`src/rtl/spi_master_if.sv`:
```
`default_nettype none
// +--------------------------------------------------------------------+
// | spi_master_if : byte-stream handshake plus SPI pin bundle           |
// | Rev 1.0                                                             |
// +--------------------------------------------------------------------+
interface spi_master_if;
   logic [7:0] tx_data;
   logic       tx_last;
   logic       tx_valid;
   logic       tx_ready;
   logic [7:0] rx_data;
   logic       rx_valid;
   logic       busy;
   logic       sclk;
   logic       cs;
   logic       mosi;
   logic       miso;

   modport master (
      input  tx_data, tx_last, tx_valid, miso,
      output tx_ready, rx_data, rx_valid, busy, sclk, cs, mosi
   );

   modport slave (
      output tx_data, tx_last, tx_valid, miso,
      input  tx_ready, rx_data, rx_valid, busy, sclk, cs, mosi
   );
endinterface
`default_nettype wire

```
`src/rtl/spi_master.sv`:
```
`default_nettype none
// +--------------------------------------------------------------------+
// | spi_master : mode-0 SPI master, MSB first, multi-byte CS frames     |
// | Rev 1.0                                                             |
// +--------------------------------------------------------------------+
module spi_master #(
   parameter int CLK_DIV = 8
) (
   input  logic         clk,
   input  logic         rst,
   spi_master_if.master bus
);

   localparam int             HCW    = (CLK_DIV > 1) ? $clog2(CLK_DIV) : 1;
   localparam logic [HCW-1:0] HC_MAX = HCW'(CLK_DIV - 1);

   typedef enum logic [2:0] {
      S_IDLE  = 3'd0,
      S_LEAD  = 3'd1,
      S_HIGH  = 3'd2,
      S_LOW   = 3'd3,
      S_NEXT  = 3'd4,
      S_TRAIL = 3'd5,
      S_GAP   = 3'd6
   } state_t;

   state_t         state_q;
   logic [HCW-1:0] hc_q;
   logic [2:0]     bc_q;
   logic [6:0]     tx_sh_q;
   logic [7:0]     rx_sh_q;
   logic [7:0]     rx_data_q;
   logic           last_q;
   logic           rx_valid_q;
   logic           sclk_q;
   logic           cs_q;
   logic           mosi_q;
   logic           miso_meta_q;
   logic           miso_sync_q;

   logic           tx_ready;
   logic           accept;
   logic           hc_done;

   assign tx_ready = (state_q == S_IDLE) || (state_q == S_NEXT);
   assign accept   = bus.tx_valid && tx_ready;
   assign hc_done  = (hc_q == HC_MAX);

   always_ff @(posedge clk or posedge rst) begin
      if (rst) begin
         state_q     <= S_IDLE;
         hc_q        <= '0;
         bc_q        <= '0;
         tx_sh_q     <= '0;
         rx_sh_q     <= '0;
         rx_data_q   <= '0;
         last_q      <= 1'b0;
         rx_valid_q  <= 1'b0;
         sclk_q      <= 1'b0;
         cs_q        <= 1'b1;
         mosi_q      <= 1'b0;
         miso_meta_q <= 1'b0;
         miso_sync_q <= 1'b0;
      end else begin
         miso_meta_q <= bus.miso;
         miso_sync_q <= miso_meta_q;
         rx_valid_q  <= 1'b0;

         case (state_q)
            // IDLE and NEXT accept identically; NEXT simply keeps CS low.
            S_IDLE, S_NEXT: begin
               hc_q <= '0;
               if (accept) begin
                  tx_sh_q <= bus.tx_data[6:0];
                  last_q  <= bus.tx_last;
                  cs_q    <= 1'b0;
                  mosi_q  <= bus.tx_data[7];
                  bc_q    <= '0;
                  state_q <= S_LEAD;
               end
            end

            S_LEAD, S_LOW: begin
               if (hc_done) begin
                  hc_q    <= '0;
                  sclk_q  <= 1'b1;
                  rx_sh_q <= {rx_sh_q[6:0], miso_sync_q};
                  state_q <= S_HIGH;
               end else begin
                  hc_q <= hc_q + 1'b1;
               end
            end

            S_HIGH: begin
               if (hc_done) begin
                  hc_q   <= '0;
                  sclk_q <= 1'b0;
                  if (bc_q != 3'd7) begin
                     bc_q    <= bc_q + 3'd1;
                     mosi_q  <= tx_sh_q[6];
                     tx_sh_q <= {tx_sh_q[5:0], 1'b0};
                     state_q <= S_LOW;
                  end else begin
                     rx_data_q  <= rx_sh_q;
                     rx_valid_q <= 1'b1;
                     state_q    <= last_q ? S_TRAIL : S_NEXT;
                  end
               end else begin
                  hc_q <= hc_q + 1'b1;
               end
            end

            S_TRAIL: begin
               if (hc_done) begin
                  hc_q    <= '0;
                  cs_q    <= 1'b1;
                  mosi_q  <= 1'b0;
                  state_q <= S_GAP;
               end else begin
                  hc_q <= hc_q + 1'b1;
               end
            end

            // Minimum CS-high time before the next frame may start.
            S_GAP: begin
               if (hc_done) begin
                  hc_q    <= '0;
                  state_q <= S_IDLE;
               end else begin
                  hc_q <= hc_q + 1'b1;
               end
            end

            default: state_q <= S_IDLE;
         endcase
      end
   end

   assign bus.tx_ready = tx_ready;
   assign bus.busy     = (state_q != S_IDLE);
   assign bus.rx_data  = rx_data_q;
   assign bus.rx_valid = rx_valid_q;
   assign bus.sclk     = sclk_q;
   assign bus.cs       = cs_q;
   assign bus.mosi     = mosi_q;

endmodule
`default_nettype wire

```
`src/flat_wrapper.sv`:
```
// flat-port wrapper written by rule: the top's interface ports become plain ports
module spi_master_flat 
#(
   parameter int CLK_DIV = 8
)
  (clk, rst, bus_tx_data, bus_tx_last, bus_tx_valid, bus_miso, bus_tx_ready, bus_rx_data, bus_rx_valid, bus_busy, bus_sclk, bus_cs, bus_mosi);
  spi_master_if bus_i ();
  input  logic clk;
  input  logic rst;
  input wire logic [$bits(bus_i.tx_data)-1:0] bus_tx_data;
  input wire logic [$bits(bus_i.tx_last)-1:0] bus_tx_last;
  input wire logic [$bits(bus_i.tx_valid)-1:0] bus_tx_valid;
  input wire logic [$bits(bus_i.miso)-1:0] bus_miso;
  output wire logic [$bits(bus_i.tx_ready)-1:0] bus_tx_ready;
  output wire logic [$bits(bus_i.rx_data)-1:0] bus_rx_data;
  output wire logic [$bits(bus_i.rx_valid)-1:0] bus_rx_valid;
  output wire logic [$bits(bus_i.busy)-1:0] bus_busy;
  output wire logic [$bits(bus_i.sclk)-1:0] bus_sclk;
  output wire logic [$bits(bus_i.cs)-1:0] bus_cs;
  output wire logic [$bits(bus_i.mosi)-1:0] bus_mosi;
  assign bus_i.tx_data = bus_tx_data;
  assign bus_i.tx_last = bus_tx_last;
  assign bus_i.tx_valid = bus_tx_valid;
  assign bus_i.miso = bus_miso;
  assign bus_tx_ready = bus_i.tx_ready;
  assign bus_rx_data = bus_i.rx_data;
  assign bus_rx_valid = bus_i.rx_valid;
  assign bus_busy = bus_i.busy;
  assign bus_sclk = bus_i.sclk;
  assign bus_cs = bus_i.cs;
  assign bus_mosi = bus_i.mosi;
  spi_master #(.CLK_DIV(CLK_DIV)) u_core (.clk(clk), .rst(rst), .bus(bus_i));
endmodule
```
`config.mk`:
```
export PLATFORM = sky130hd
export DESIGN_NAME = spi_master_flat
export DESIGN_NICKNAME = d
export VERILOG_FILES = /design/src/rtl/spi_master_if.sv /design/src/rtl/spi_master.sv /design/src/flat_wrapper.sv
export SDC_FILE = /design/constraint.sdc
export NUM_CORES = 1
export LEC_CHECK = 0
export BUFFER_PORTS_ARGS = -buffer_cell sky130_fd_sc_hd__buf_2
export CAP_MARGIN = 20
export CORE_MARGIN = 2
export CORE_UTILIZATION = 40
export CTS_CLUSTER_DIAMETER = 60
export DETAILED_ROUTE_END_ITERATION = 7
export PLACE_DENSITY_LB_ADDON = 0.05
export SYNTH_ARGS = -nofsm -noshare
export SYNTH_HDL_FRONTEND = slang
export SYNTH_SLANG_ARGS = --single-unit
```
`constraint.sdc`:
```
create_clock -name clk -period 2.15 [get_ports clk]
set_input_delay 0.43 -clock clk [delete_from_list [all_inputs] [get_ports clk]]
set_output_delay 0.43 -clock clk [all_outputs]
set_load 0.005 [all_outputs]
```
# ---- After elaboration in Yosys (flattened, before gate mapping)
# Cells that the tools add are included.
dict set report op_classes {
  n_addsub 2
  n_eq_ne 14
  n_mux 30
  bitwise_logic 1
  n_reduce_logical 20
}
# operator count
set ops {}
lappend ops {{2-to-1 mux 3 bit} 10}
lappend ops {{2-to-1 mux 7 bit} 3}
lappend ops {{case mux 3 bit (5 select lines)} 1}
lappend ops {{case mux 7 bit (2 select lines)} 1}
lappend ops {{equality test 3 bit, second input constant} 4}
lappend ops {{inequality test 2 x 1 -> 1 bit, second input constant} 6}
lappend ops {{case mux 3 bit (2 select lines)} 2}
lappend ops {{2-to-1 mux 1 bit} 10}
lappend ops {{AND reduction 5 bit} 2}
lappend ops {{AND reduction 3 bit} 3}
lappend ops {{nonzero test 2 bit} 4}
lappend ops {{adder 3 x 1 -> 3 bit, second input constant} 2}
lappend ops {{equality test 3 x 2 -> 1 bit, second input constant} 2}
lappend ops {{nonzero test 3 bit} 2}
lappend ops {{OR reduction 5 bit} 1}
lappend ops {{case mux 1 bit (2 select lines)} 2}
lappend ops {{AND reduction 2 bit} 2}
lappend ops {{AND reduction 4 bit} 1}
lappend ops {{OR reduction 2 bit} 2}
lappend ops {{equality test 3 x 1 -> 1 bit, second input constant} 1}
lappend ops {{logical NOT 3 bit} 1}
lappend ops {{inequality test 3 bit, second input constant} 1}
lappend ops {{case mux 1 bit (3 select lines)} 1}
lappend ops {{logical AND 1 bit} 1}
lappend ops {{other kinds (2)} 2}
dict set report totals {
  regBits 39
  in_bits 13
  out_inout_bits 14
  elab_cells 80
}

# ---- Depth between registers and ports, before layout
# Gate-level depths: netlist (run 1).
dict set report logic_depth {
  word_depth 5
  mapped_depth 8
  depth_no_buf 6
}

# ---- Least setup slack after synthesis (run 1)
# No wires, ideal clock.
dict set report synth_path {
  path_kind {register -> register}
  startpoint {reg u_core.hc_q[0]}
  endpoint {reg u_core.rx_sh_q[0]}
  setup_ps 125
  t_arrival_ps 1584
  slack_ps 441
  path_stages_with_launch 8
  path_cell_list {dfrtp_1 > ha_1 > ha_1 > buf_2 > nand2_1 > or2_2 > buf_2 > mux2_2}
}
dict set report synth_between {
  elab_chain_len 2
}
# item line
set synth_rtl {}
lappend synth_rtl {{start: declaration} spi_master.sv:28} ;# logic [HCW-1:0] hc_q;
lappend synth_rtl {{start signal: assignment} spi_master.sv:90} ;# hc_q <= hc_q + 1'b1;
lappend synth_rtl {{start signal: assignment} spi_master.sv:109} ;# hc_q <= hc_q + 1'b1;
lappend synth_rtl {{start signal: assignment} spi_master.sv:120} ;# hc_q <= hc_q + 1'b1;
lappend synth_rtl {{equality test 3 bit} spi_master.sv:47} ;# assign hc_done = (hc_q == HC_MAX);
lappend synth_rtl {{AND reduction 2 bit (no line)} -}
lappend synth_rtl {{end signal: assignment} spi_master.sv:87} ;# rx_sh_q <= {rx_sh_q[6:0], miso_sync_q};
lappend synth_rtl {{end: declaration} spi_master.sv:31} ;# logic [7:0] rx_sh_q;
# Every way passes these cells.
# A chain may end at the register's enable or synchronous reset.

# ---- Worst setup path after layout (run 1)
dict set report layout_path {
  startpoint {reg u_core.hc_q[0]}
  endpoint {reg u_core.rx_sh_q[1]}
}
# Same word-level chain as after synthesis.

==> results.tsv, run 1 <==
metric	value	unit
switching power	0.000710	W
Worst Setup Start Kind	register	
Worst path top cell family by delay	simple AND/OR/NAND/NOR gates	
Die Ht	70.1	um
register area share after synthesis	55.9	%
CTS Sinks	39	
Critical Path, Cell by Cell	ha_1, ha_1, nand2_1, or2_2, mux2_2	
Vias/cell	4.94	
CTS resizes	0	
n_diodes	0	
Hold Buf Count CTS	0	
post-synthesis register bit count	39	
Post-synth EDFFs	0	
Root Driver	clkbuf_8	
Comb power frac	27.8	%
most frequent cell after synthesis	dfrtp_1	
Rel. slew slack	63.5	%
Post-synth top cells	dfrtp_1 (38), mux2_2 (18), a21oi_1 (12), o21ai_0 (12), nor2_1 (11)	
Async SR Flop Fraction	100	%
internal power	0.00158	W
Cell Pwr Density	1120	nW/um^2
DR vias	1152	
mean post-synth cell area	11.5	um^2
clk buf depth	2	
RSZ-0062 raised after global routing	false	
Flop pwr share	46.0	%
worst slew pin tran	547	ps
Mapped Nets	169	
Synth cell types	28	
Placer Congestion	0.697	
met2 GRT Util	21.1	%
post-synthesis cell count	152	
Clock Latency Late Sink	300	ps
Min-Delay Path Class	primary input to asynchronous set/reset pin	
number of buffers added on ports	26	
die area	4910	um^2
Fin. Hold Viols	0	
Synth Cell Area	1750	um^2
total of max-cap violations	0	
final worst slack	315	ps
Initial Util	40.7	%
Clk pin slew, worst setup/hold paths	80	ps
GRT Total Usage	13.4	%
Leak	1.05	nW
clk_skew	6.09	ps
grt peak-use layer	met2	
width of the die	70.1	um
routing usage on met3	3.46	%
Synth area leaders	dfrtp_1 (54%), mux2_2 (12%), mux2i_1 (4.0%)	
H-Tree Depth	2	
VDD IR max	441	uV
row count	24	
dpl hpwl	2.02	mm
worst path arrival time	2020	ps
Final TNS setup	0	ps
post-route ant nets	0	
met1 Resource Use GR	17.2	%
first-pass GRT wire length	5.21	mm
run status	finished clean	
Routed WL	2.99	mm
I/O pin cnt	27	
CTS Buf Count	5	
pre-CTS setup slack	336	ps
largest net degree at the start of global routing	40	
Yosys warnings	0	
final worst path period share	85.4	%
final setup violation count	0	
initial antenna violation count	0	
DRT iter0 DRCs	74	
Sw Ratio	31.1	%
CP Capture Type	register	
Worst Path Buf+Inv	0	
Main synth FF type	dfrtp_1	
share of layout cells above drive strength 1	33.1	%
DR pass1 iterations	4	
GRT Residual Overflow	0	
cell mode on critical path	ha_1	
core area	4290	um^2
slowest CP cell	dfrtp_1	
CTS tree	done	
final worst path period need	1840	ps
crit path max fanout	10	
final net count	198	
DRC	0	
Slew Viols, Final	0	
per-cell routed wire length	12.8	um
critical path class	register to register	
area leader, netlist	dfrtp_1	
vias in the first global route	1136	
top cell type's share of synthesized area	54.4	%
FMAX	0.545	GHz
crit-path max cell delay	400	ps
Required @ worst endpoint	2330	ps
Setup Fix Bufs, Post-CTS	0	
Clk pwr share	26.2	%
area delta synth->final	16.8	%
path summary, 6_finish.rpt:
kind,startpoint,end,slack (ps),depth (start not counted)
hold reg to reg,u_core.miso_meta_q$_DFF_PP0_,u_core.miso_sync_q$_DFF_PP0_,350,0
hold / removal,rst,u_core.bus.rx_data[3]$_DFFE_PP0P_,240,3
min in group clk,bus_miso,u_core.miso_meta_q$_DFF_PP0_,240,1
setup reg to reg,u_core.hc_q[0]$_DFFE_PP0P_,u_core.rx_sh_q[1]$_DFFE_PP0P_,310,5
setup / recovery,u_core.hc_q[0]$_DFFE_PP0P_,u_core.rx_sh_q[1]$_DFFE_PP0P_,310,5
max in group asynchronous,rst,u_core.bus.cs$_DFFE_PP1P_,1550,3
power by group through the flow:
| stage | clock [W] | sequential, W | combinational [W] |
|---|---|---|---|
| 2_1_floorplan | 0 | 0.00104 | 0.000511 |
| 3_3_place_gp | 0 | 0.00106 | 0.000628 |
| 3_5_place_dp | 0 | 0.00106 | 0.000641 |
| 4_1_cts | 0.000620 | 0.00105 | 0.000644 |
| 5_1_grt | 0.000644 | 0.00108 | 0.000726 |
| 6_report | 0.000598 | 0.00105 | 0.000636 |
flip-flops by register name (all words and copies together), names as in the netlist:
name / flops
u_core.bus.rx_data: 8
u_core.rx_sh_q: 8
u_core.tx_sh_q: 7
u_core.bc_q: 3
u_core.hc_q: 3
u_core.state_q: 3
u_core.bus.cs: 1
u_core.bus.mosi: 1
u_core.bus.rx_valid: 1
u_core.bus.sclk: 1
u_core.last_q: 1
u_core.miso_meta_q: 1
u_core.miso_sync_q: 1
through the flow:
stage	util [%]	cells	instance area, um^2	hold slack (ps)	power [W]
after CTS	47.5	233	2040	223	0.00231
final	47.5	233	2040	236	0.00229
after global routing	47.5	233	2040	223	0.00245
after global placement	45.0	226	1930	338	0.00169
after floorplan	-	152	1750	331	0.00155
after detailed placement	45.0	226	1930	336	0.00171
cell type report:
cell class | instances | area, um^2
Clock inverter | 2 | 37.5
Multi-Input combinational cell | 95 | 691
Fill cell | 418 | 2250
Sequential cell | 39 | 977
Inverter | 9 | 33.8
Tap cell | 52 | 65.1
Timing Repair Buffer | 31 | 168
Clock buffer | 5 | 68.8
cell usage in the layout, fill, tap and decap left out, types with 2 or more instances in the layout:
master	count
a22o_1	3
buf_2	26
inv_1	9
mux2_2	18
buf_4	5
mux2i_1	7
clkbuf_8	5
nand3_1	7
nor2_1	11
a21oi_1	12
dfrtp_1	38
o21ai_0	12
nand2_1	7
ha_1	4
nor2b_1	2
cell families (layout without fill, tap and decap cells):
group,after synthesis,in the layout,synth area share [%]
flip-flops,39,39,55.9
AND/OR/NAND/NOR,35,35,11.0
AO/OA/AOI/OAI,31,31,10.1
multiplexers,25,25,15.6
buffers and inverters,18,47,4.58
adder cells (fa/ha/maj),4,4,2.86
worst reg2reg max path, stage by stage (launching register included):
cell and delay [ps]:
dfrtp_1 400, ha_1 160, ha_1 340, nand2_1 130
or2_2 390, mux2_2 310
per-layer routing:
| layer | wire [um] | vias up |
|---|---|---|
| li1 | - | 578 |
| met1 | 1400 | 548 |
| met2 | 1400 | 19 |
| met3 | 119 | 7 |
| met4 | 62 | 0 |
| met5 | 0 | - |
(Power assumes the default switching activity.)
==> run 2, diff against run 1 <==
==> constraint.sdc (replaced) <==
create_clock -name clk -period 1.5 [get_ports clk]
set_input_delay 0.3 -clock clk [delete_from_list [all_inputs] [get_ports clk]]
set_output_delay 0.3 -clock clk [all_outputs]
set_load 0.1 [all_outputs]
==> run 2 against run 1 <==
Flip-flop and latch count unchanged. Critical path depth down 2. The run now ends with setup timing left. Setup slack worse by 470 ps.
==> results.tsv, run 2 (synthesized netlist as in run 1, its figures left out) <==
metric	value	unit
Min-Delay Path Class	primary input to asynchronous set/reset pin	
pre-CTS setup slack	-163	ps
top routing layer in use	met4	
post-route ant nets	0	
per-cell routed wire length	15.4	um
most common cell after layout, fill and taps aside	dfrtp_1	
CP Capture Type	primary output	
final setup violation count	21	
Leak	1.25	nW
vias in the first global route	1397	
Flop pwr share	36.5	%
GRT Residual Overflow	0	
Slew Viols, Final	0	
final worst slack	-157	ps
Cell Pwr Density	1650	nW/um^2
Die Ht	70.1	um
most frequent cells in the layout	dfrtp_1 (38), buf_4 (26), buf_2 (23)	
switching power	0.00158	W
cell count after placement	241	
Post-Route M1 WL	1.77	mm
total power	0.00421	W
Initial Util	40.7	%
initial antenna violation count	0	
Post-Layout Inst Area	2550	um^2
number of buffers added on ports	26	
Fin. Hold Viols	0	
first-pass GRT wire length	6.74	mm
VDD IR max	835	uV
Vias/cell	5.09	
internal power	0.00263	W
H-Tree Depth	2	
crit path max fanout	2	
Sw Ratio	37.5	%
row count	24	
clk_skew	8.84	ps
CTS Buf Count	5	
DRC	0	
final worst path period need	1660	ps
Clk pin slew, worst setup/hold paths	80	ps
Root Driver	clkbuf_8	
Worst Setup Start Kind	register	
dpl hpwl	2.47	mm
FMAX	0.604	GHz
Placed Area	2150	um^2
worst path arrival time	1360	ps
Routed WL	4.12	mm
Layout Cells excl Fill	268	
failing checks	setup timing	
critical path class	register to primary output	
r2r worst-path depth	8	
filler instances	369	
width of the die	70.1	um
die area	4910	um^2
run status	finished, violations left	
Placer Congestion	0.789	
Required @ worst endpoint	1200	ps
Comb power frac	47.2	%
area delta synth->final	46.1	%
met3 wire len	112	um
CTS tree	done	
CTS Sinks	39	
DR vias	1363	
GRT Total Usage	17.7	%
DRT iter0 DRCs	35	
I/O pin cnt	27	
DR WL met2	2.18	mm
final net count	232	
core area	4290	um^2
clk buf depth	2	
Hold Buf Count CTS	0	
DR pass1 iterations	4	
final worst path period share	110	%
Clk pwr share	16.3	%
worst slew pin tran	486	ps
n_diodes	0	
Rel. slew slack	67.8	%
total of max-cap violations	0	
RSZ-0062 raised after global routing	true	
Clock Latency Late Sink	290	ps
share of layout cells above drive strength 1	54.2	%
largest net degree at the start of global routing	40	
run 2: cell count changes in the layout (fill, tap and decap cells not counted), sizes merged:
cell / before / now
clkinv: 0 / 1
nor2: 12 / 13
bufinv: 1 / 0
buf: 31 / 63
clkbuf: 5 / 6
or2: 2 / 3
run 2: per-stage QoR:
step,hold WS (ps),setup TNS [ps],util [%]
5_1_grt,65.1,-3490,59.5
6_report,53.1,-1990,59.5
4_1_cts,59.8,-2130,56.9
3_5_place_dp,341,-2300,50.0
3_3_place_gp,332,-1270,50.0
2_1_floorplan,331,-1680,-
run 2: final cells by class:
| cell class | instances | area (um^2) | share of cell area, % |
|---|---|---|---|
| Sequential cell | 39 | 977 | 38.3 |
| Multi-Input combinational cell | 97 | 873 | 34.2 |
| Timing Repair Buffer | 63 | 519 | 20.3 |
| Clock buffer | 6 | 72.6 | 2.84 |
| Tap cell | 52 | 65.1 | 2.55 |
| Inverter | 9 | 33.8 | 1.32 |
| Clock inverter | 2 | 12.5 | 0.490 |
run 2: power by group through the flow:
stage	Sequential [W]	Clock [W]	Combinational, W
6_report	0.00154	0.000684	0.00199
4_1_cts	0.00152	0.000709	0.00176
3_3_place_gp	0.00152	0	0.00145
5_1_grt	0.00157	0.000748	0.00211
2_1_floorplan	0.00170	0	0.000911
3_5_place_dp	0.00154	0	0.00149
run 2: final timing paths:
| kind | start | end | slack (ps) |
|---|---|---|---|
| min in group clk | bus_miso | u_core.miso_meta_q$_DFF_PP0_ | 120 |
| worst min register to register | u_core.miso_meta_q$_DFF_PP0_ | u_core.miso_sync_q$_DFF_PP0_ | 350 |
| worst min-delay path | rst | u_core.bus.rx_data[1]$_DFFE_PP0P_ | 50 |
| worst max register to register | u_core.bc_q[0]$_DFFE_PP0P_ | u_core.tx_sh_q[1]$_DFFE_PP0P_ | -130 |
| max in group asynchronous | rst | u_core.bus.cs$_DFFE_PP1P_ | 1180 |
| worst max-delay path | u_core.state_q[0]$_DFFE_PP0P_ | bus_busy | -160 |
run 2: critical path, cell delays in order, from the launching register on:
cell and delay [ps]:
dfrtp_1 410, buf_6 130, or3_4 340, buf_12 180
run 2: timing repair:
item	4_1_cts	5_1_grt
buffers inserted	6	10
gates resized for setup	37	12
endpoints found under the hold margin	0	0
pin swaps	10	11
endpoints found under the setup margin	29	30
cloned	4	0
run 2: routing by layer:
metal | vias up | GRT usage (%)
met1 | 685 | 21.2
li1 | 651 | -
met5 | - | 0
met3 | 7 | 3.61
met4 | 0 | 6.62
met2 | 20 | 31.2
==> run 3, diff against run 2 <==
- CELL_PAD_IN_SITES_DETAIL_PLACEMENT: default -> 1
- CELL_PAD_IN_SITES_GLOBAL_PLACEMENT: default -> 2
- CORE_UTILIZATION: 40 -> 33
- HOLD_SLACK_MARGIN: default -> 0.08
==> run 3 against run 2 <==
The flow still finishes with violations (setup timing). Critical path type unchanged. Total power fell by 0.44%. Largest power group unchanged. Routed wire length rose by 4.7%. Largest cell class unchanged. Non-clock buffer count fell by 3.
==> results.tsv, run 3 (synthesized netlist as in run 1, its figures left out) <==
metric	value	unit
Slew Viols, Final	0	
H-Tree Depth	2	
GRT Total Usage	15.4	%
hold worst-path end	u_core.miso_meta_q$_DFF_PP0_	
Worst Setup Start Kind	register	
Min-Delay Path Class	primary input to register	
pre-CTS setup slack	-220	ps
Layout Cells excl Fill	283	
Die Ht	76.8	um
Clk pwr share	16.8	%
area delta synth->final	49.9	%
Clock Latency Late Sink	290	ps
Leak	1.25	nW
initial antenna violation count	0	
vias in the first global route	1440	
total of max-cap violations	0	
largest net degree at the start of global routing	40	
crit path launch	u_core.state_q[0]$_DFFE_PP0P_	
run status	finished, violations left	
DRC	0	
critical path class	register to primary output	
final worst path period share	113	%
crit path max fanout	2	
core area	5110	um^2
Root Driver	clkbuf_8	
DR vias	1351	
first-pass GRT wire length	7.22	mm
share of layout cells above drive strength 1	58.2	%
DRT iter0 DRCs	30	
Cell Pwr Density	1600	nW/um^2
Rel. slew slack	67.6	%
failing checks	setup timing	
DR pass1 iterations	4	
Comb power frac	45.7	%
reg2reg end	u_core.tx_sh_q[1]$_DFFE_PP0P_	
Placed Area	2190	um^2
CTS tree	done	
die area	5900	um^2
GRT Residual Overflow	0	
Reg area	977	um^2
dpl hpwl	2.70	mm
switching power	0.00162	W
worst slew pin tran	489	ps
final worst path period need	1690	ps
cell count after placement	262	
number of buffers added on ports	26	
RR Startpoint	u_core.bc_q[1]$_DFFE_PP0P_	
Hold Path Cell Cnt	1	
final setup violation count	22	
final net count	229	
area of the multi-input gates	935	um^2
most common cell after layout, fill and taps aside	dfrtp_1	
most frequent cells in the layout	dfrtp_1 (38), buf_4 (25), buf_2 (23)	
Post-Layout Inst Area	2620	um^2
worst path arrival time	1390	ps
internal power	0.00257	W
R2R Setup Slk	-160	ps
hold path startpoint	bus_miso	
row count	26	
Initial Util	34.2	%
filler instances	554	
clk_skew	7.06	ps
Routed WL	4.32	mm
n_diodes	0	
Fin. Hold Viols	0	
final worst slack	-193	ps
Sw Ratio	38.7	%
Required @ worst endpoint	1200	ps
FMAX	0.591	GHz
post-route ant nets	0	
CTS Sinks	39	
RSZ-0062 raised after global routing	true	
VDD IR max	944	uV
Placer Congestion	0.762	
per-cell routed wire length	15.3	um
Clk pin slew, worst setup/hold paths	80	ps
r2r worst-path depth	8	
Final TNS setup	-2170	ps
Vias/cell	4.77	
width of the die	76.8	um
CTS Buf Count	5	
I/O pin cnt	27	
Flop pwr share	37.5	%
CP Capture Type	primary output	
total power	0.00419	W
clk buf depth	2	
==> run 3: changes by cell type in the layout (fill, tap and decap cells not counted), moves of 2 or more <==
cell / delta
o21ai_2: +2
buf_6: -3
mux2i_1: -4
o21ai_1: -3
nor2_4: +2
mux2i_2: +3
==> run 3: critical path, cell delays in order (launching register included) <==
cell and delay, ps:
dfrtp_1 420, buf_6 130, or3_4 380, buf_12 180
==> run 3: how the worst max path moves through the flow <==
stage	to	cells after the start
6_report	bus_busy	3
5_1_grt	bus_busy	3
4_1_cts	bus_busy	3
3_5_place_dp	u_core.bc_q[1]$_DFFE_PP0P_	7
3_3_place_gp	u_core.bus.rx_data[6]$_DFFE_PP0P_	5
2_1_floorplan	u_core.bus.mosi$_DFFE_PP0P_	7
==> run 3: metrics by stage <==
step	util [%]	hold slack (ps)
CTS	48.4	122
global route	51.3	109
finish	51.3	131
global placement	42.9	340
detailed placement	42.9	339
floorplan	-	331
==> run 3: power groups by stage <==
| stage | registers [W] | clock network (W) | logic [W] |
|---|---|---|---|
| 6_report | 0.00157 | 0.000704 | 0.00191 |
| 5_1_grt | 0.00161 | 0.000805 | 0.00207 |
| 4_1_cts | 0.00153 | 0.000738 | 0.00173 |
| 3_5_place_dp | 0.00155 | 0 | 0.00152 |
| 3_3_place_gp | 0.00153 | 0 | 0.00148 |
| 2_1_floorplan | 0.00170 | 0 | 0.000911 |
==> run 3: final cells by class <==
type / instances / share of cell area, %
Timing Repair Buffer: 60 / 19.0
Clock inverter: 3 / 0.764
Inverter: 9 / 1.29
Sequential cell: 39 / 37.3
Clock buffer: 5 / 2.63
Multi-Input combinational cell: 97 / 35.7
Tap cell: 70 / 3.34
==> run 3: timing repair <==
action / 4_1_cts / 5_1_grt
cloned: 4 / 1
hold buffers: 1 / 0
pin swaps: 9 / 7
buffers inserted: 3 / 4
gates resized for setup: 34 / 23
endpoints found under the hold margin: 37 / 0
endpoints found under the setup margin: 29 / 30
==> run 3: layer usage <==
layer,global-route usage (%),routed length (um)
met5,0,0
met4,4.36,46
met3,3.53,129
met2,25.5,2150
met1,20.1,1990
